## src/rtl/vec_compare_unit.sv

```systemverilog
// vec_compare_unit: evaluates one RV32I branch condition across LANES lane
// pairs. It produces a per-lane pass mask, any/all reductions, a scalar
// taken bit (lane 0) and a saturating count of passing results.
// Latency is 2 cycles from input transfer to out_valid. Throughput is 1 result per cycle.
// Backpressure: S2 freezes while out_valid=1 and out_ready=0. S1 holds when it
// is full behind a frozen S2. in_ready is combinational from out_ready and
// there is no skid buffer.
//
// Ports:
//   clk, rst            clock, synchronous active-high reset
//   in_valid/in_ready   request handshake
//   cond                0 EQ, 1 NE, 2 LT, 3 GE, 4 LTU, 5 GEU, 6/7 illegal
//   a, b                packed operands, lane i at [i*DATA_W +: DATA_W]
//   lane_en             per-lane enable
//   out_valid/out_ready result handshake
//   out_mask/any/all    per-lane result and reductions
//   out_taken, out_err  lane 0 decision, illegal-cond flag
//   hit_cnt, cnt_clr    saturating passing-result counter and its clear
module vec_compare_unit #(
  parameter int DATA_W = 32,
  parameter int LANES  = 4,
  parameter int CNT_W  = 16
) (
  input  logic                    clk,
  input  logic                    rst,
  input  logic                    in_valid,
  output logic                    in_ready,
  input  logic [2:0]              cond,
  input  logic [LANES*DATA_W-1:0] a,
  input  logic [LANES*DATA_W-1:0] b,
  input  logic [LANES-1:0]        lane_en,
  output logic                    out_valid,
  input  logic                    out_ready,
  output logic [LANES-1:0]        out_mask,
  output logic                    out_any,
  output logic                    out_all,
  output logic                    out_taken,
  output logic                    out_err,
  output logic [CNT_W-1:0]        hit_cnt,
  input  logic                    cnt_clr
);

  // Stage 1 registers: the raw request.
  logic                    r_s1_valid;
  logic [LANES*DATA_W-1:0] r_s1_a;
  logic [LANES*DATA_W-1:0] r_s1_b;
  logic [2:0]              r_s1_cond;
  logic [LANES-1:0]        r_s1_en;

  // Stage 2 registers: the finished result, which drives the outputs directly.
  logic                    r_s2_valid;
  logic [LANES-1:0]        r_s2_mask;
  logic                    r_s2_any;
  logic                    r_s2_all;
  logic                    r_s2_err;
  logic [CNT_W-1:0]        r_hit_cnt;

  logic                    w_s1_adv;
  logic                    w_s2_adv;
  logic                    w_out_xfer;
  logic [LANES-1:0]        w_eq;
  logic [LANES-1:0]        w_lts;
  logic [LANES-1:0]        w_ltu;
  logic [LANES-1:0]        w_hit;
  logic [LANES-1:0]        w_mask;
  logic                    w_err;
  logic                    w_any;
  logic                    w_all;

  assign w_s2_adv   = !r_s2_valid || out_ready;
  assign w_s1_adv   = !r_s1_valid || w_s2_adv;
  assign w_out_xfer = r_s2_valid && out_ready;
  assign in_ready   = w_s1_adv;

  // Raw per-lane relations. GE/GEU/NE are formed later by inversion, so each
  // one is an exact complement of its partner.
  for (genvar gi = 0; gi < LANES; gi++) begin : g_lane
    logic [DATA_W-1:0] w_la;
    logic [DATA_W-1:0] w_lb;
    assign w_la      = r_s1_a[gi*DATA_W +: DATA_W];
    assign w_lb      = r_s1_b[gi*DATA_W +: DATA_W];
    assign w_eq[gi]  = (w_la == w_lb);
    assign w_lts[gi] = ($signed(w_la) < $signed(w_lb));
    assign w_ltu[gi] = (w_la < w_lb);
  end

  always_comb begin
    w_hit = '0;
    w_err = 1'b0;
    case (r_s1_cond)
      3'd0:    w_hit = w_eq;
      3'd1:    w_hit = ~w_eq;
      3'd2:    w_hit = w_lts;
      3'd3:    w_hit = ~w_lts;
      3'd4:    w_hit = w_ltu;
      3'd5:    w_hit = ~w_ltu;
      default: w_err = 1'b1;
    endcase
    // Disabled lanes always report 0.
    w_mask = w_hit & r_s1_en;
    w_any  = |w_mask;
    // A result with no enabled lanes is not vacuously "all passed".
    w_all  = !w_err && (|r_s1_en) && (w_mask == r_s1_en);
  end

  always_ff @(posedge clk) begin
    if (rst) begin
      r_s1_valid <= 1'b0;
      r_s1_a     <= '0;
      r_s1_b     <= '0;
      r_s1_cond  <= '0;
      r_s1_en    <= '0;
    end else if (w_s1_adv) begin
      r_s1_valid <= in_valid;
      if (in_valid) begin
        r_s1_a    <= a;
        r_s1_b    <= b;
        r_s1_cond <= cond;
        r_s1_en   <= lane_en;
      end
    end
  end

  always_ff @(posedge clk) begin
    if (rst) begin
      r_s2_valid <= 1'b0;
      r_s2_mask  <= '0;
      r_s2_any   <= 1'b0;
      r_s2_all   <= 1'b0;
      r_s2_err   <= 1'b0;
    end else if (w_s2_adv) begin
      r_s2_valid <= r_s1_valid;
      if (r_s1_valid) begin
        r_s2_mask <= w_mask;
        r_s2_any  <= w_any;
        r_s2_all  <= w_all;
        r_s2_err  <= w_err;
      end
    end
  end

  // The clear wins over a same-cycle increment. The counter sticks at all-ones.
  always_ff @(posedge clk) begin
    if (rst || cnt_clr) begin
      r_hit_cnt <= '0;
    end else if (w_out_xfer && r_s2_any && !(&r_hit_cnt)) begin
      r_hit_cnt <= r_hit_cnt + 1'b1;
    end
  end

  assign out_valid = r_s2_valid;
  assign out_mask  = r_s2_mask;
  assign out_any   = r_s2_any;
  assign out_all   = r_s2_all;
  assign out_taken = r_s2_mask[0];
  assign out_err   = r_s2_err;
  assign hit_cnt   = r_hit_cnt;

endmodule

```

## config.mk

```make
export PLATFORM = sky130hd
export DESIGN_NAME = vec_compare_unit
export DESIGN_NICKNAME = d
export VERILOG_FILES = /design/src/rtl/vec_compare_unit.sv
export SDC_FILE = /design/constraint.sdc
export NUM_CORES = 1
export LEC_CHECK = 0
export ABC_AREA = 0
export CORE_MARGIN = 2
export CORE_UTILIZATION = 30
export DETAILED_ROUTE_END_ITERATION = 8
export GPL_TIMING_DRIVEN = 0
export PLACE_DENSITY = 0.6
export SYNTH_ARGS = -nofsm -noshare
export SYNTH_HDL_FRONTEND = slang
export SYNTH_SLANG_ARGS = --single-unit
```

## constraint.sdc

```tcl
create_clock -name clk -period 3.4 [get_ports clk]
set_clock_uncertainty 0.1 [all_clocks]
set_input_delay 0.68 -clock clk [delete_from_list [all_inputs] [get_ports clk]]
set_output_delay 0.68 -clock clk [all_outputs]
set_load 0.005 [all_outputs]
```

==> metrics.txt <==
overall power 8860 uW; critical-path cell list clkdlybuf4s50_1, nor2b_1, nand2_1, nand2_1, clkdlybuf4s15_1, buf_2, clkbuf_1, nand2_1, a21oi_1; Yosys cell types 60; pin count of the biggest net entering global routing 13; XOR/XNOR share of the synthesized area 0.0110; Data required, critical path 3.76 ns; max incr delay on CP 0.76 ns; core area approximately 45,000 um^2; CTS Buf Count 36; Rel. slew slack 0.211; top-count cell post-synth nand2_1; HP Class flop to flop; GRT overflow 0; Placed Area about 17,000 um^2; Max-Cap Viols 0; Root Driver clkbuf_16; Via density 4.65; WL met2 20.3 mm; final non-filler cell total 2,735; wire per inst 15.6 um; Worst Path Buf+Inv 4; Yosys warnings 0; H-tree depth 2; crit end category flop; maximum vdd drop ~230 uV; clk_lat worst skew between 0.5 and 0.6 ns; initial antenna violation count 6; RSZ-0062 raised after global routing false; Vias 12,700; crit path max fanout 10; vias in the first global route 13,100; num rows 77; asr flop ratio synth 0; PortBufs 293; Slowest-stage cell, CP clkdlybuf4s15_1; Area Overhead vs Synth 36.0%; Final ANT Viol Nets 0; Die X 217 um; M1 wire length 19.0 mm; count of final max-slew check failures 0; register bit total from synthesis between 200 and 300; most used cell, CP nand2_1; simple-gate share of the synthesized area 0.215; finished layout cell area 18,500 um^2; status complete, no violations; Tot GR Track Use 0.179; crit path DAT 3.53 ns; Total Neg Setup Slack 0 ns; share of layout cells above drive strength 1 0.0360; DR iter-0 viols about 620; NumNets Final 2,511; number of synthesized flops with an enable pin 0; CTS max path bufs 3; Die Height 217 um; dpl cells 2,668; Crit Path Class primary input to flop; Pleak approximately 0.0073 uW; # DRC 0; DR pass1 iterations 5; gpl congestion ~0.83; clock slew at reported path FFs 0.06 ns; Die ar. 47,000 um^2; main combinational cell family by area after synthesis simple AND/OR/NAND/NOR gates; largest cells by area after synthesis dfxtp_1, nand2_1, a21oi_1; compound-cell area share of the yosys netlist 0.162; first-pass GRT wire length 67.0 mm; final worst-path cycle share 0.932; HPWL after DPL 33.1 mm; Yosys top cell by area dfxtp_1; Synth top cells by count nand2_1, a21oi_1, dfxtp_1, inv_1, ha_1; post-CTS setup buffers 0; Synth Instances 1,783; Mapped Area 13,600 um^2; met3 WL post-DR 2.12 mm; power density over the cells about 480 nW/um^2; final wirelength 42.6 mm; num ports 294; shortest period the worst path allows 3.17 ns; CP delay by family, top buffers and inverters; Max Fclk 316 MHz; Least-Margin Pin Slew 1.18 ns; Startpoint Class primary input; Post-synth top flop dfxtp_1; fraction of the mapped netlist area in adder cells 0.119; top-area cell type share of the netlist area 0.424; Syn Area/Cell 7.62 um^2; final setup fails 0; Clock Sinks 288; Final Hold Viols 0; top routing layer in use met5; Initial Utilization 0.305; TritonCTS clock tree built; Seq/Total Area, Yosys 0.424; Syn Nets roughly 2,200; multiplexer share of the synthesized area 0.00515
==> cell usage in the layout, fill, tap and decap left out, types with 4 or more instances in the layout <==
cell and n:
nand4_1 31, clkbuf_1 88, clkinv_2 4, and3_1 5, ha_1 129, a21oi_1 327
nor2_1 36, nor2b_1 6, clkbuf_16 38, clkbuf_8 8, xnor2_1 6, buf_1 9
mux2i_1 7, inv_1 136, clkdlybuf4s50_1 293, nand3_1 27, nor3_1 8, and2_1 4
o211ai_1 6, diode_2 4, a221oi_1 4, o21ai_0 18, dfxtp_1 288, xor2_1 11
nand2_1 576, nor4_1 6
==> metal layers <==
metal  global-route usage  up-vias
met1                0.219     5812
met3               0.0351       70
met5                    0        -
met4               0.0715        8
met2                0.310      262
li1                     -     6571
==> final cells by class <==
type                       instances  area [um^2]
clock buffer                      53         1090
tap                              592          741
buffer                            95          370
timing repair buffer             293         2930
clock inverter                    10          120
sequential                       288         5770
fill                            4535        26000
inverter                         136          510
antenna                            4         10.0
multi-input combinational       1264         6960
==> stage by stage <==
stage               setup WS, ns  hold slack (ns)   util
detailed placement        -0.780            0.347  0.388
global route            0.000766            0.372  0.415
floorplan                  0.916            0.336      -
CTS                        0.145            0.354  0.415
global placement          -0.748            0.344  0.388
finish                     0.232            0.352  0.415
==> final timing paths <==
path / to / startpoint / cells past startpoint / slack (ns)
worst min-delay path: r_s1_b[67]$_SDFFE_PP0P_ / r_s1_b[67]$_SDFFE_PP0P_ / 2 / 0.35
worst min register to register: r_s1_b[67]$_SDFFE_PP0P_ / r_s1_b[67]$_SDFFE_PP0P_ / 2 / 0.35
worst max-delay path: r_s1_en[1]$_SDFFE_PP0P_ / out_ready / 9 / 0.23
worst max register to register: out_any$_SDFFE_PP0P_ / r_s1_b[106]$_SDFFE_PP0P_ / 11 / 0.25
==> report_power, final <==
part | internal [uW] | switching (uW) | leakage, uW
logic | 632 | 692 | 0.00433
registers | 3560 | 100 | 0.00237
clock network | 2370 | 1510 | 0.000589
==> state kept, by name (all words and copies together), names as in the netlist <==
register and flops:
r_s1_a 128, r_s1_b 128, hit_cnt 16, out_mask 4, r_s1_en 4, r_s1_cond 3
out_all 1, out_any 1, out_err 1, out_valid 1, r_s1_valid 1
==> cell families (layout without fill, tap and decap cells) <==
group                      count (synthesis)  in the layout
AOI/OAI and AO/OA                        396            396
xor gates and xnor gates                  17             17
adders and majority gates                129            129
buffers and inverters                    231            587
DFF                                      288            288
muxes                                      7              7
other                                      0              4
and+or+nand+nor                          715            715
==> worst reg2reg max path, stage by stage (launching register included) <==
cell      delay, ns
dfxtp_1        0.34
inv_1          0.05
ha_1           0.32
nand4_1        0.13
nor4_1         0.59
a21bo_2        0.30
o211ai_1       0.23
and2_1         0.24
mux2i_1        0.08
o21ai_1        0.27
a21oi_1        0.15
a311oi_2       0.28
==> timing repair <==
item	in CTS	in global routing
gates resized for setup	1	2
hold buffers	0	0
setup endpoints to repair	70	5
No activity file was read; power rests on OpenSTA's default activity.
